===== src/rtl/hazard_scoreboard_pkg.sv =====
// Shared types and constants for the load-use hazard scoreboard.
// Entry rd fields are sized to RD_MAX_W so one struct serves any REG_ADDR_W up to that width.
package hazard_scoreboard_pkg;

    localparam int REG_ADDR_W_DEF = 5;
    localparam int RD_MAX_W       = 8;

    localparam logic [RD_MAX_W-1:0] X0 = '0;

    typedef struct packed {
        logic                valid;
        logic [RD_MAX_W-1:0] rd;
    } sb_entry_t;

    localparam int SB_ENTRY_W = $bits(sb_entry_t);

endpackage


===== src/rtl/hazard_match.sv =====
// Compares one IF/ID source operand against every in-flight load in the scoreboard.
module hazard_match
    import hazard_scoreboard_pkg::*;
#(
    parameter int REG_ADDR_W = REG_ADDR_W_DEF,
    parameter int LOAD_LAT   = 1
) (
    input  logic [REG_ADDR_W-1:0]            rs_addr_i,
    input  logic                             rs_valid_i,
    input  logic [LOAD_LAT*SB_ENTRY_W-1:0]   entries_i,
    output logic                             hit_o
);

    sb_entry_t [LOAD_LAT-1:0] entries;
    logic [RD_MAX_W-1:0]      rs_ext;

    assign entries = entries_i;
    assign rs_ext  = RD_MAX_W'(rs_addr_i);

    // x0 reads never depend on a load, so they are excluded before any compare.
    always_comb begin
        hit_o = 1'b0;
        if (rs_valid_i && (rs_ext != X0)) begin
            for (int i = 0; i < LOAD_LAT; i++) begin
                if (entries[i].valid && (entries[i].rd == rs_ext)) begin
                    hit_o = 1'b1;
                end
            end
        end
    end

endmodule


===== src/rtl/hazard_scoreboard.sv =====
// Load-use hazard unit: tracks loads for LOAD_LAT cycles after EX entry and
// produces stall / bubble / flush controls, with a saturating stall counter.
module hazard_scoreboard
    import hazard_scoreboard_pkg::*;
#(
    parameter int REG_ADDR_W = REG_ADDR_W_DEF,
    parameter int NUM_SRC    = 2,
    parameter int LOAD_LAT   = 1,
    parameter int CNT_W      = 16
) (
    input  logic                          clk_i,
    input  logic                          rst_i,
    input  logic                          id_memread_i,
    input  logic [REG_ADDR_W-1:0]         id_rd_i,
    input  logic [NUM_SRC*REG_ADDR_W-1:0] ifid_rs_addr_i,
    input  logic [NUM_SRC-1:0]            ifid_rs_valid_i,
    input  logic                          mem_busy_i,
    input  logic                          branch_flush_i,
    output logic                          pc_write_o,
    output logic                          stall_o,
    output logic                          noop_o,
    output logic                          flush_o,
    output logic [CNT_W-1:0]              stall_cnt_o
);

    sb_entry_t [LOAD_LAT-1:0] sb_q, sb_d;
    logic [CNT_W-1:0]         cnt_q, cnt_d;
    logic [NUM_SRC-1:0]       hit;
    logic                     hazard;

    generate
        for (genvar gi = 0; gi < NUM_SRC; gi++) begin : g_match
            hazard_match #(
                .REG_ADDR_W (REG_ADDR_W),
                .LOAD_LAT   (LOAD_LAT)
            ) u_match (
                .rs_addr_i  (ifid_rs_addr_i[gi*REG_ADDR_W +: REG_ADDR_W]),
                .rs_valid_i (ifid_rs_valid_i[gi]),
                .entries_i  (sb_q),
                .hit_o      (hit[gi])
            );
        end
    endgenerate

    assign hazard = |hit;

    // Controls are gated by reset directly so a busy memory cannot stall the
    // pipeline while the unit is held in reset.
    always_comb begin
        pc_write_o = 1'b1;
        stall_o    = 1'b0;
        noop_o     = 1'b0;
        flush_o    = 1'b0;
        if (rst_i) begin
            if (mem_busy_i) begin
                pc_write_o = 1'b0;
                stall_o    = 1'b1;
            end else if (hazard) begin
                pc_write_o = 1'b0;
                stall_o    = 1'b1;
                noop_o     = 1'b1;
            end else if (branch_flush_i) begin
                flush_o    = 1'b1;
            end
        end
    end

    always_comb begin
        sb_d  = sb_q;
        cnt_d = cnt_q;
        if (!mem_busy_i) begin
            for (int i = LOAD_LAT - 1; i >= 1; i--) begin
                sb_d[i] = sb_q[i-1];
            end
            if (hazard) begin
                sb_d[0] = '0;
                if (cnt_q != {CNT_W{1'b1}}) begin
                    cnt_d = cnt_q + CNT_W'(1);
                end
            end else begin
                sb_d[0].rd    = RD_MAX_W'(id_rd_i);
                sb_d[0].valid = id_memread_i && (RD_MAX_W'(id_rd_i) != X0);
            end
        end
    end

    always_ff @(posedge clk_i or negedge rst_i) begin
        if (!rst_i) begin
            sb_q  <= '0;
            cnt_q <= '0;
        end else begin
            sb_q  <= sb_d;
            cnt_q <= cnt_d;
        end
    end

    assign stall_cnt_o = cnt_q;

endmodule


===== config.mk =====
export PLATFORM = sky130hd
export DESIGN_NAME = hazard_scoreboard
export DESIGN_NICKNAME = d
export VERILOG_FILES = /design/src/rtl/hazard_scoreboard_pkg.sv /design/src/rtl/hazard_match.sv /design/src/rtl/hazard_scoreboard.sv
export SDC_FILE = /design/constraint.sdc
export NUM_CORES = 1
export LEC_CHECK = 0
export ABC_CLOCK_PERIOD_IN_PS = 2320
export CAP_MARGIN = 30
export CORE_MARGIN = 2
export CORE_UTILIZATION = 45
export DETAILED_ROUTE_END_ITERATION = 16
export GPL_ROUTABILITY_DRIVEN = 0
export PLACE_DENSITY = 0.78
export SYNTH_ARGS = -nofsm -noshare
export SYNTH_HDL_FRONTEND = slang
export SYNTH_SLANG_ARGS = --single-unit

===== constraint.sdc =====
create_clock -name clk_i -period 2.32 [get_ports clk_i]
set_input_delay 0.232 -clock clk_i [delete_from_list [all_inputs] [get_ports clk_i]]
set_output_delay 0.232 -clock clk_i [all_outputs]
set_load 0.01 [all_outputs]

# Word level (Yosys, flattened, before mapping)
# Index checks and enable logic that the tools add are counted.
[totals] elab_cells=35 input_bits=22 regBits=25 out_inout_bits=20
[op_classes] n_bitwise=1 reduce_logical=10 eq_ne=3 mux=17 add_sub_neg=1
[ops] cell="adder 16 x 1 -> 16 bit, second input constant" n=1
[ops] cell="== test 8 x 5 -> 1 bit" n=2
[ops] cell="two-way mux 1 bit" n=16
[ops] cell="inequality test 16 bit, second input constant" n=1
[ops] cell="nonzero test 8 bit" n=2
[ops] cell="two-way mux 9 bit" n=1
[ops] cell="logical AND 1 bit" n=5
[ops] cell="nonzero test 5 bit" n=1
[ops] cell="AND reduction 3 bit" n=1
[ops] cell="OR reduction 2 bit" n=1
[ops] cell="inverter 1 bit" n=1

# Depth between registers and ports, before layout
[depth] word_depth=8 ltp_mapped=8 depth_no_buf=6

# Cells and area by module
# Synthesis repeated with hierarchy kept, for this count alone.
[unflattened] cells_unflattened=127 hier_area_um2=1256.2
[modules_own_cells] module="hazard_scoreboard" cells_per_inst=105 area_each_um2=1088.5 instances=1 seq_area_each_um2=550.5
[modules_own_cells] module="hazard_match" cells_per_inst=11 area_each_um2=83.8 instances=2 seq_area_each_um2=0.0

# Worst setup path after synthesis
# No wires, ideal clock.
[synth_timing] path_kind="reg-to-reg" from="register cnt_q[7], in the netlist stall_cnt_o[7]" to="register cnt_q[15], in the netlist stall_cnt_o[15]" setup_ns=0.134 period_less_slack_ns=1.828 stages_incl_launch_ff=7 t_arrival_ns=1.695 path_slack_ns=0.492 path_buffers=0 t_required_ns=2.186 cell_sequence="dfrtp_1 -> and3_4 -> nand4_4 -> nor4_4 -> or4_4 -> nor4_2 -> xor2_1"
[synth_via] elab_chain_cells=2 word_cells_on_any_way=3 cone_classes="add/sub: 1; eq/ne: 1; reduce/logical: 1"
[synth_lines] element="start, declared" line_no="hazard_scoreboard.sv:27" source="logic [CNT_W-1:0] cnt_q, cnt_d;"
[synth_lines] element="start signal, assigned" line_no="hazard_scoreboard.sv:93" source="cnt_q <= cnt_d;"
[synth_lines] element="parallel branches: the longest is 2 deep, another holds adder 16 x 1 -> 16 bit"
# Several ways; the timed one is not identified.
# A chain may end at the register's enable or synchronous reset.

# Worst setup path after layout
[layout_timing] from="input port ifid_rs_addr_i[1]" to="output port flush_o"
[layout_via] elab_chain_cells=8 word_cells_on_any_way=10 cone_classes="eq/ne: 1; mux: 5; reduce/logical: 4"
[layout_lines] element="start, declared" line_no="hazard_scoreboard.sv:15" source="input logic [NUM_SRC*REG_ADDR_W-1:0] ifid_rs_addr_i,"
[layout_lines] element="== test 8 x 5 -> 1 bit" line_no="hazard_match.sv:25" source="if (entries[i].valid && (entries[i].rd == rs_ext)) begin"
[layout_lines] element="logical AND 1 bit" line_no="hazard_match.sv:25"
[layout_lines] element="two-way mux 1 bit" line_no="hazard_match.sv:25"
[layout_lines] element="two-way mux 1 bit *" line_no="hazard_match.sv:23" source="if (rs_valid_i && (rs_ext != X0)) begin"
[layout_lines] element="OR reduction 2 bit *" line_no="hazard_scoreboard.sv:45" source="assign hazard = |hit;"
[layout_lines] element="two-way mux 1 bit *" line_no="hazard_scoreboard.sv:58" source="end else if (hazard) begin"
[layout_lines] element="two-way mux 1 bit *" line_no="hazard_scoreboard.sv:55" source="if (mem_busy_i) begin"
[layout_lines] element="two-way mux 1 bit *" line_no="hazard_scoreboard.sv:54" source="if (rst_i) begin"
[layout_lines] element="end, declared" line_no="hazard_scoreboard.sv:22" source="output logic flush_o,"
# Mark *: on every way between the ends. The rest lies on a longest branch, timed or not.

==> run_results.csv <==
group,metric,value,unit
sta,worst_slew_pin_slew,0.409,ns
cells_and_area,post_route_cells_drive_above_1_share,18.2,%
floorplanning,start_util,47.1,%
sta,slew_headroom,72.5,%
drt,drcViolationCount,0,
critical_path,crit_chain,"clkdlybuf4s50_1 -> or4_4 -> a21oi_4 -> o41ai_4 -> nor3_1 -> dlygate4sd2_1",
place,io_buffer_count,41,
status,status,"complete, no violations",
clocking,worstSkewPairLatency,0.30,ns
cells_and_area,syn_to_final_growth,44.7,%
floorplanning,rows,19,
critical_path,arrival,1.96,ns
place,dp.cells,203,
hold_path,hp-class,"in2async",
sta,drv_slew,0,
floorplanning,ios,42,
cells_and_area,n_antenna_cell,0,
critical_path,critPathMaxStageDelay,0.55,ns
yosys,yosysTopAreaCellShare,42.4,%
yosys,ys_seq_area_share,42.4,%
critical_path,worstSetupEndpointType,"output pin",
critical_path,crit_family,"simple AND/OR/NAND/NOR gates",
job,drv_cap,0,
critical_path,cp.required,2.09,ns
drt,viasPerCell,5.36,
drt,ant_nets,0,
cells_and_area,nNetsFinal,200,
clocking,cts_hold_buf,0,
clocking,htreeDepth,1,
clocking,cts_buffer_depth,2,
sta,min_period_over_period,94.6,%
grt,grt_pass1_vias,1155,
drt,first_pass_iters,4,
pwr,leakage,0.886,nW
sta,skew,0.00514,ns
critical_path,cp-start-kind,"input port",
critical_path,cp.buffers_inverters,2,
pwr,power.density,470,mW/mm^2
clocking,cts_tree,"yes",
sta,setup_viol,0,
sta,fmax,0.456,GHz
drt,drt-initial-drc-count,18,
clocking,clkSlewWorstSetupHoldPaths,0.12,ns
floorplanning,die_area,0.00333,mm^2
critical_path,worst-setup-path-type,"in2out",
yosys,avgSynthCellArea,10.4,um^2
grt,grt_overflow,0,
floorplanning,die_y,57.7,um
grt,grt_pass1_wl,5.18,mm
yosys,ys_ff_latch,22,
grt,antenna_found_initial,0,
cells_and_area,fin_cells,207,
drt,via_count,1110,
yosys,syn_nets,148,
sta,rsz0062_at_grt,"false",
sta,hold_violations,0,
critical_path,critPathSlowestCell,"or4_4",
yosys,yosys_warnings,0,
grt,grt_use_total,19.7,%
sta,fin_crit,2.19,ns
clocking,cts_buffers,3,
cells_and_area,final_util,68.1,%
drt,totalWireLength,3.06,mm
yosys,syn_area,0.00130,mm^2
yosys,synth.area.top_cells,"dfrtp_1 42%, xor2_1 12%, nand2_1 5.2%, xnor2_1 3.4%, nand3_1 1.9%",
floorplanning,core-area,0.00276,mm^2
floorplanning,die_w,57.7,um
grt,grt_max_degree,21,
sta,holdWs,0.156,ns
critical_path,crit_fanout,3,
yosys,synth_top_area_cell,"dfrtp_1",
clocking,cts_sinks,22,
drt,wl_per_cell,14.8,um
clocking,clockRootBuffer,"clkbuf_4",
place,hpwl,2.35,mm
yosys,synth_cell_types,38,
pwr,vdd_drop_max,0.000450,V
yosys,syn_inst,125,
## kinds of logic after synthesis
family | Yosys count | share of synthesized area (%)
multiplexers | 1 | 1.16
adder cells (fa/ha/maj) | 1 | 0.964
AO/OA/AOI/OAI | 15 | 7.43
buffers and inverters | 7 | 3.18
flip-flops | 22 | 42.4
AND/OR/NAND/NOR | 56 | 29.3
XOR/XNOR | 23 | 15.5
## report_power, final
group | switching [mW] | internal [mW] | total [mW]
clock network | 0.115 | 0.174 | 0.289
logic | 0.0726 | 0.0936 | 0.166
registers | 0.0243 | 0.403 | 0.428
total | 0.212 | 0.671 | 0.883
## per-layer routing
metal	share of wire, %	track usage (%)	wire (um)
met5	0	0	0
met4	0.29	1.99	9
met1	45	26.6	1390
met3	5.5	3.13	168
met2	49	34.6	1490
## stage by stage
stage               setup TNS [ns]  setup WS [ns]  power, mW  area (um^2)
CTS                         -0.122         -0.122      0.885         1850
finish                           0          0.125      0.883         1880
global route                     0        0.00173      0.933         1880
floorplan                        0          0.492      0.497         1300
detailed placement          -0.685         -0.257      0.596         1790
global placement            -0.422         -0.158      0.590         1790
## worst paths after layout
path / startpoint / end / slack (ns) / depth (start not counted)
max in group asynchronous: rst_i / stall_cnt_o[14] / 1.62 / 2
min in group clk_i: id_rd_i[1] / sb_q[1] / 0.48 / 3
setup reg to reg: sb_q[3] / stall_cnt_o[14] / 0.26 / 7
hold reg to reg: stall_cnt_o[15] / stall_cnt_o[15] / 0.50 / 1
setup / recovery: ifid_rs_addr_i[1] / flush_o / 0.13 / 6
hold / removal: rst_i / sb_q[4] / 0.16 / 1
## layout make-up
type | instances | area [um^2]
Fill cell | 232 | 880
Multi-Input combinational cell | 96 | 741
Sequential cell | 22 | 551
Timing Repair Buffer | 51 | 484
Tap cell | 31 | 38.8
Clock inverter | 1 | 30.0
Clock buffer | 3 | 22.5
Inverter | 3 | 11.3
## registers in the layout, summed over array words and instances, names as in the netlist
name and cells:
sb_q 6, stall_cnt_o 16
## layout by cell type (no fill, tap or decap), drive strengths merged, types with 2 or more instances in the layout
cell and n:
a21oi 2, and3 2, buf 10, clkbuf 3, clkdlybuf4s50 37, dfrtp 22, dlygate4sd2 3, inv 3
nand2 18, nand3 5, nand4 4, nor2 4, nor3 7, nor4 7, nor4b 2, o21ai 8
or4 4, xnor2 5, xor2 18
## repair_timing
item,in CTS,in global routing
setup endpoints to repair,4,1
resized for setup,6,4
gates cloned,0,0
setup buffers,0,0
## Yosys cell counts
cell type,n
a21oi_1,1
a21oi_2,1
and3_1,1
and3_4,1
buf_6,2
clkbuf_1,2
dfrtp_1,22
ha_1,1
inv_1,3
mux2_4,1
nand2_1,18
nand2b_1,1
nand3_1,5
nand4_1,3
nand4_4,1
nor2_1,3
nor2_2,1
nor3_1,4
nor3_2,2
nor3_4,1
nor3b_1,1
nor4_1,4
nor4_2,2
nor4_4,1
nor4b_1,1
nor4b_2,1
o211ai_1,1
o21ai_0,3
o21ai_1,5
o21bai_1,1
o31ai_1,1
o41a_1,1
o41ai_1,1
or4_1,2
or4_4,2
or4b_2,1
xnor2_1,5
xor2_1,18
(Power assumes the default switching activity.)
